`src/rtl/rst_seq_pkg.sv`:
```
// Shared types and helpers for the reset sequencer.
// RST_SEQ_STAGGER_ASSERT_EN adds the staggered-assert state.
package rst_seq_pkg;

    localparam int DEF_NUM_DOM     = 3;
    localparam int DEF_NUM_REQ     = 3;
    localparam int DEF_HOLD_CYC    = 16;
    localparam int DEF_ACK_TIMEOUT = 64;

    typedef enum logic [1:0] {
        ST_ASSERT,
        ST_WAIT_ACK,
        ST_IDLE
`ifdef RST_SEQ_STAGGER_ASSERT_EN
        , ST_STAGGER
`endif
    } state_t;

    function automatic int cnt_w(input int hold, input int tmo);
        int m;
        m = (hold > tmo) ? hold : tmo;
        return $clog2(m + 1);
    endfunction

    // Drops the highest released domain; used to walk resets down.
    function automatic logic [7:0] clr_msb(input logic [7:0] v);
        logic [7:0] r;
        logic       hit;
        r   = v;
        hit = 1'b0;
        for (int i = 7; i >= 0; i--) begin
            if (!hit && v[i]) begin
                r[i] = 1'b0;
                hit  = 1'b1;
            end
        end
        return r;
    endfunction

endpackage

```
`src/rtl/rst_seq_ctrl_cnt.sv`:
```
// Loadable down-counter shared by the hold and ack-timeout phases.
// Saturates at zero; zero flag is decoded from the register.
module rst_seq_cnt #(
    parameter int           W       = 4,
    parameter logic [W-1:0] RST_VAL = '0
) (
    input  logic         clk,
    input  logic         rst,
    input  logic         load,
    input  logic         en,
    input  logic [W-1:0] load_val,
    output logic         zero
);

    logic [W-1:0] cnt;

    always_ff @(posedge clk) begin
        if (rst) begin
            cnt <= RST_VAL;
        end else if (load) begin
            cnt <= load_val;
        end else if (en && cnt != '0) begin
            cnt <= cnt - W'(1);
        end
    end

    assign zero = (cnt == '0);

endmodule

```
`src/rtl/rst_seq_ctrl.sv`:
```
// Reset sequencer: asserts all domain resets, holds, then releases in order.
// Optional RST_SEQ_STAGGER_ASSERT_EN staggers assertion high-to-low.
module rst_seq_ctrl
    import rst_seq_pkg::*;
#(
    parameter int NUM_DOM     = DEF_NUM_DOM,
    parameter int NUM_REQ     = DEF_NUM_REQ,
    parameter int HOLD_CYC    = DEF_HOLD_CYC,
    parameter int ACK_TIMEOUT = DEF_ACK_TIMEOUT
) (
    input  logic               clk,
    input  logic               rst,
    input  logic [NUM_REQ-1:0] req,
    input  logic [NUM_DOM-1:0] dom_ack,
    output logic [NUM_DOM-1:0] dom_rst_n,
    output logic               busy,
    output logic               done,
    output logic               timeout_err,
    output logic [NUM_REQ-1:0] cause
);

    localparam int CNT_W = cnt_w(HOLD_CYC, ACK_TIMEOUT);
    localparam int IDX_W = (NUM_DOM > 1) ? $clog2(NUM_DOM) : 1;

    localparam logic [CNT_W-1:0]   HOLD_V = CNT_W'(HOLD_CYC);
    localparam logic [CNT_W-1:0]   ACK_V  = CNT_W'(ACK_TIMEOUT);
    localparam logic [IDX_W-1:0]   LAST   = IDX_W'(NUM_DOM - 1);
    localparam logic [NUM_DOM-1:0] ONE    = NUM_DOM'(1);

    state_t             state, state_n;
    logic [IDX_W-1:0]   idx, idx_n;
    logic [NUM_DOM-1:0] dom_n;
    logic               terr_n;
    logic [NUM_REQ-1:0] cause_n;

    logic               cnt_load;
    logic               cnt_en;
    logic [CNT_W-1:0]   cnt_val;
    logic               cnt_zero;
    logic               ack_ok;

`ifdef RST_SEQ_STAGGER_ASSERT_EN
    logic [7:0]         stag_w;
    logic [NUM_DOM-1:0] dom_dn;
`endif

    rst_seq_cnt #(
        .W       (CNT_W),
        .RST_VAL (HOLD_V)
    ) u_cnt (
        .clk      (clk),
        .rst      (rst),
        .load     (cnt_load),
        .en       (cnt_en),
        .load_val (cnt_val),
        .zero     (cnt_zero)
    );

    always_ff @(posedge clk) begin
        if (rst) begin
            state       <= ST_ASSERT;
            idx         <= '0;
            dom_rst_n   <= '0;
            timeout_err <= 1'b0;
            cause       <= '0;
        end else begin
            state       <= state_n;
            idx         <= idx_n;
            dom_rst_n   <= dom_n;
            timeout_err <= terr_n;
            cause       <= cause_n;
        end
    end

    always_comb begin
        state_n  = state;
        idx_n    = idx;
        dom_n    = dom_rst_n;
        terr_n   = timeout_err;
        cause_n  = cause;
        cnt_load = 1'b0;
        cnt_en   = 1'b0;
        cnt_val  = HOLD_V;
        ack_ok   = dom_ack[idx];
`ifdef RST_SEQ_STAGGER_ASSERT_EN
        stag_w   = clr_msb(8'(dom_rst_n));
        dom_dn   = stag_w[NUM_DOM-1:0];
`endif
        if (|req) begin
            idx_n = '0;
            if (state == ST_IDLE) begin
                cause_n = req;
                terr_n  = 1'b0;
            end else begin
                cause_n = cause | req;
            end
`ifdef RST_SEQ_STAGGER_ASSERT_EN
            dom_n = dom_dn;
            if (dom_dn == '0) begin
                state_n  = ST_ASSERT;
                cnt_load = 1'b1;
            end else begin
                state_n  = ST_STAGGER;
            end
`else
            state_n  = ST_ASSERT;
            dom_n    = '0;
            cnt_load = 1'b1;
`endif
        end else begin
            unique case (state)
                ST_ASSERT: begin
                    if (cnt_zero) begin
                        state_n  = ST_WAIT_ACK;
                        idx_n    = '0;
                        dom_n    = ONE;
                        cnt_load = 1'b1;
                        cnt_val  = ACK_V;
                    end else begin
                        cnt_en = 1'b1;
                    end
                end
                ST_WAIT_ACK: begin
                    // A timeout advances exactly like an ack, but is flagged.
                    if (ack_ok || cnt_zero) begin
                        if (!ack_ok) begin
                            terr_n = 1'b1;
                        end
                        if (idx == LAST) begin
                            state_n = ST_IDLE;
                        end else begin
                            idx_n    = idx + IDX_W'(1);
                            dom_n    = (dom_rst_n << 1) | ONE;
                            cnt_load = 1'b1;
                            cnt_val  = ACK_V;
                        end
                    end else begin
                        cnt_en = 1'b1;
                    end
                end
`ifdef RST_SEQ_STAGGER_ASSERT_EN
                ST_STAGGER: begin
                    dom_n = dom_dn;
                    if (dom_dn == '0) begin
                        state_n  = ST_ASSERT;
                        cnt_load = 1'b1;
                    end
                end
`endif
                default: begin
                end
            endcase
        end
    end

    assign busy = (state != ST_IDLE);
    assign done = (state == ST_IDLE);

endmodule

```
`config.mk`:
```
export PLATFORM = sky130hd
export DESIGN_NAME = rst_seq_ctrl
export DESIGN_NICKNAME = d
export VERILOG_FILES = /design/src/rtl/rst_seq_pkg.sv /design/src/rtl/rst_seq_ctrl_cnt.sv /design/src/rtl/rst_seq_ctrl.sv
export SDC_FILE = /design/constraint.sdc
export NUM_CORES = 1
export LEC_CHECK = 0
export CAP_MARGIN = 30
export CORE_UTILIZATION = 51
export DETAILED_ROUTE_END_ITERATION = 10
export MAX_ROUTING_LAYER = met4
export PLACE_DENSITY = 0.85
export SLEW_MARGIN = 0
export SYNTH_ARGS = -nofsm -noshare
export SYNTH_HDL_FRONTEND = slang
export SYNTH_HIERARCHICAL = 1
export SYNTH_SLANG_ARGS = --single-unit
```
`constraint.sdc`:
```
create_clock -name clk -period 3.15 [get_ports clk]
set_clock_uncertainty 0.05 [all_clocks]
set_input_delay 0.315 -clock clk [delete_from_list [all_inputs] [get_ports clk]]
set_output_delay 0.315 -clock clk [all_outputs]
set_load 0.05 [all_outputs]
```
==> results.cfg <==
[critical_path]
critPathLaunchType = flop
crit_path_frequent_cell = inv_1
crit_family = simple AND/OR/NAND/NOR gates
slowest_delay_ps = 480
path_cells = inv_1, ha_1, nor4b_4, and2_1, nor2b_1, a221o_1, a21oi_1, or2_2, inv_1, o21bai_1, a311oi_1
worstPathRequired_ps = 3260
cp-end-kind = flop
critPathSlowestCell = a221o_1
crit_type = flop to flop
worstPathArrival_ps = 2960
worst-path-stages = 11
rr_worst_depth = 11
path_buf_inv = 2
crit_fanout = 10

[synth]
synth_edf_count = 0
synth.distinct_cells = 40
avgSynthCellArea_um2 = 8.11
synth_warnings = 6
syn-cell-area_um2 = 1040
ys_ff_latch = 18
synth-main-ff-cell = dfxtp_1
seq_area_frac_synth = 0.347
syn_inst = 128
postSynth.asyncResetShare = 0

[routing]
wl_per_cell_um = 12.7
drt_iter0_drc = 10
postRouteAntennaNets = 0
vias = 969
vias_per_cell = 5.60
drc_errors = 0
first_pass_iters = 4
wl_um = 2190

[sta]
setup_viol = 0
period_minus_slack_ps = 2850
max_freq_ghz = 0.351
slew_viol_final = 0
final-hold-violation-count = 0
rsz0062_at_grt = false
final.period_utilization = 0.905
relSlewSlack = 0.648
worst_pin_slew_ps = 515
tns_ps = 0

[finish]
instances_no_fill = 173
post-route-util = 0.688
synthToLayoutAreaGrowth_pct = 20.6
final_nets = 160
drive_gt1_frac = 0.101
diodes = 0

[cts]
cts-root-buf = clkbuf_4
clk_path_buf_depth = 2
numCtsBuffers = 3
path_clk_slew_ps = 100
postCtsHoldBufs = 0
htree_num_levels = 1
clock-sinks = 18
cts_resized = 0
clock_latency_ps = 280
cts_tree = yes
postCtsSetupBuffers = 0

[floorplan]
io_pins = 17
dieHeight_um = 47.1
start_util = 0.570
placementRows = 15
die_area_um2 = 2220
die_w_um = 47.1
core_um2 = 1820

[placed_design]
portBuffers = 16
gp_congestion = 0.821
dpl.cell_count = 170
dp_hpwl_um = 1670

[grt]
grt_pass1_wl_um = 3510
grt_pass1_vias = 846
overflow = 0
grt_max_degree = 14
grt_antenna_before_repair = 0
track_usage = 0.233

[flow_run]
cap_violations = 0

[min_path]
holdPathStages = 2
hold_class = flop to flop

[power]
peakVddDrop_v = 0.000261
p_per_area_nw_per_um2 = 332
p_total_w = 0.000416
p_leak_nw = 0.422

[status]
status = finished, final reports clean
area by class of cell:
class | count | area, µm²
Timing Repair Buffer | 17 | 168
Sequential cell | 18 | 360
Multi-Input combinational cell | 102 | 641
Tap cell | 25 | 31.3
Fill cell | 161 | 568
Inverter | 8 | 30.0
Clock buffer | 3 | 22.5
tightest hold or removal path: cells and delay by family (launching register included):
| kind | cells | cell delay [ps] |
|---|---|---|
| DFF | 1 | 320 |
| and+or+nand+nor | 1 | 50 |
| AOI/OAI and AO/OA | 1 | 50 |
sequential cells by signal, indices dropped and copies added (netlist names):
signal and count:
idx 2, timeout_err 1, state 2, cause 3, dom_rst_n 3, u_cnt/cnt 7
final timing paths:
check	from	end	slack (ps)
min reg2reg	timeout_err	timeout_err	410
min	timeout_err	timeout_err	410
max	u_cnt/cnt[0]	u_cnt/cnt[1]	300
max reg2reg	u_cnt/cnt[0]	u_cnt/cnt[1]	300
cell usage in the layout, fill, tap and decap left out, types with 2 or more instances in the layout:
master	instances
nor3_1	5
conb_1	5
or3_1	5
nand3_1	6
o21bai_1	3
a31oi_1	4
inv_1	8
o21ai_0	2
nor2b_1	2
a21oi_1	9
clkbuf_4	3
nand2b_1	5
ha_1	2
clkdlybuf4s50_1	16
nand2_1	10
or2_2	4
o21a_1	3
xnor2_1	2
a211oi_1	4
dfxtp_1	18
nor2_1	12
Yosys cell counts (all sizes together) (2+ instances only):
cell | count | area (µm²)
xnor2 | 2 | 17.5
or2 | 5 | 33.8
inv | 8 | 30.0
nand2 | 10 | 37.5
a31oi | 4 | 25.0
nand3 | 6 | 30.0
a211oi | 4 | 30.0
nor2 | 12 | 45.0
nor3 | 5 | 25.0
o21ai | 2 | 10.0
and2 | 2 | 13.8
o21a | 3 | 22.5
nor2b | 2 | 12.5
nor4 | 2 | 18.8
dfxtp | 18 | 360
or3 | 5 | 31.3
clkbuf | 3 | 11.3
a21oi | 9 | 45.0
o21bai | 3 | 22.5
nand2b | 5 | 31.3
ha | 2 | 25.0
kinds of logic (layout without fill, tap and decap cells):
kind of cell / after synthesis / count (layout) / share of synthesized area
AO/OA/AOI/OAI: 31 / 31 / 0.202
XOR/XNOR: 3 / 3 / 0.0253
adder cells (fa/ha/maj): 2 / 2 / 0.0241
buffers and inverters: 12 / 28 / 0.0506
flip-flops: 18 / 18 / 0.347
multiplexers: 2 / 2 / 0.0205
other: 1 / 5 / 0.00361
AND/OR/NAND/NOR: 59 / 59 / 0.327
through the flow:
step                      hold WS, ps  area [µm²]  setup WS [ps]
after floorplan                   334        1050            517
after CTS                         422        1250            311
after detailed placement          401        1230            332
after global routing              448        1250           95.4
after global placement            399        1230            411
final                             415        1250            300
metal layers:
metal / wire [µm] / track usage
met3: 78 / 0.0231
met5: 0 / -
met1: 1060 / 0.293
met4: 12 / 0.0857
met2: 1040 / 0.383
where the power goes:
| group | total [W] | internal (W) | leakage (nW) | switching, W |
|---|---|---|---|---|
| registers | 0.000241 | 0.000235 | 0.147 | 0.00000679 |
| clock network | 0.000113 | 0.0000444 | 0.0138 | 0.0000685 |
| logic | 0.0000619 | 0.0000288 | 0.260 | 0.0000332 |
| total | 0.000416 | 0.000308 | 0.422 | 0.000108 |
Power figures use the tool's default switching activity.
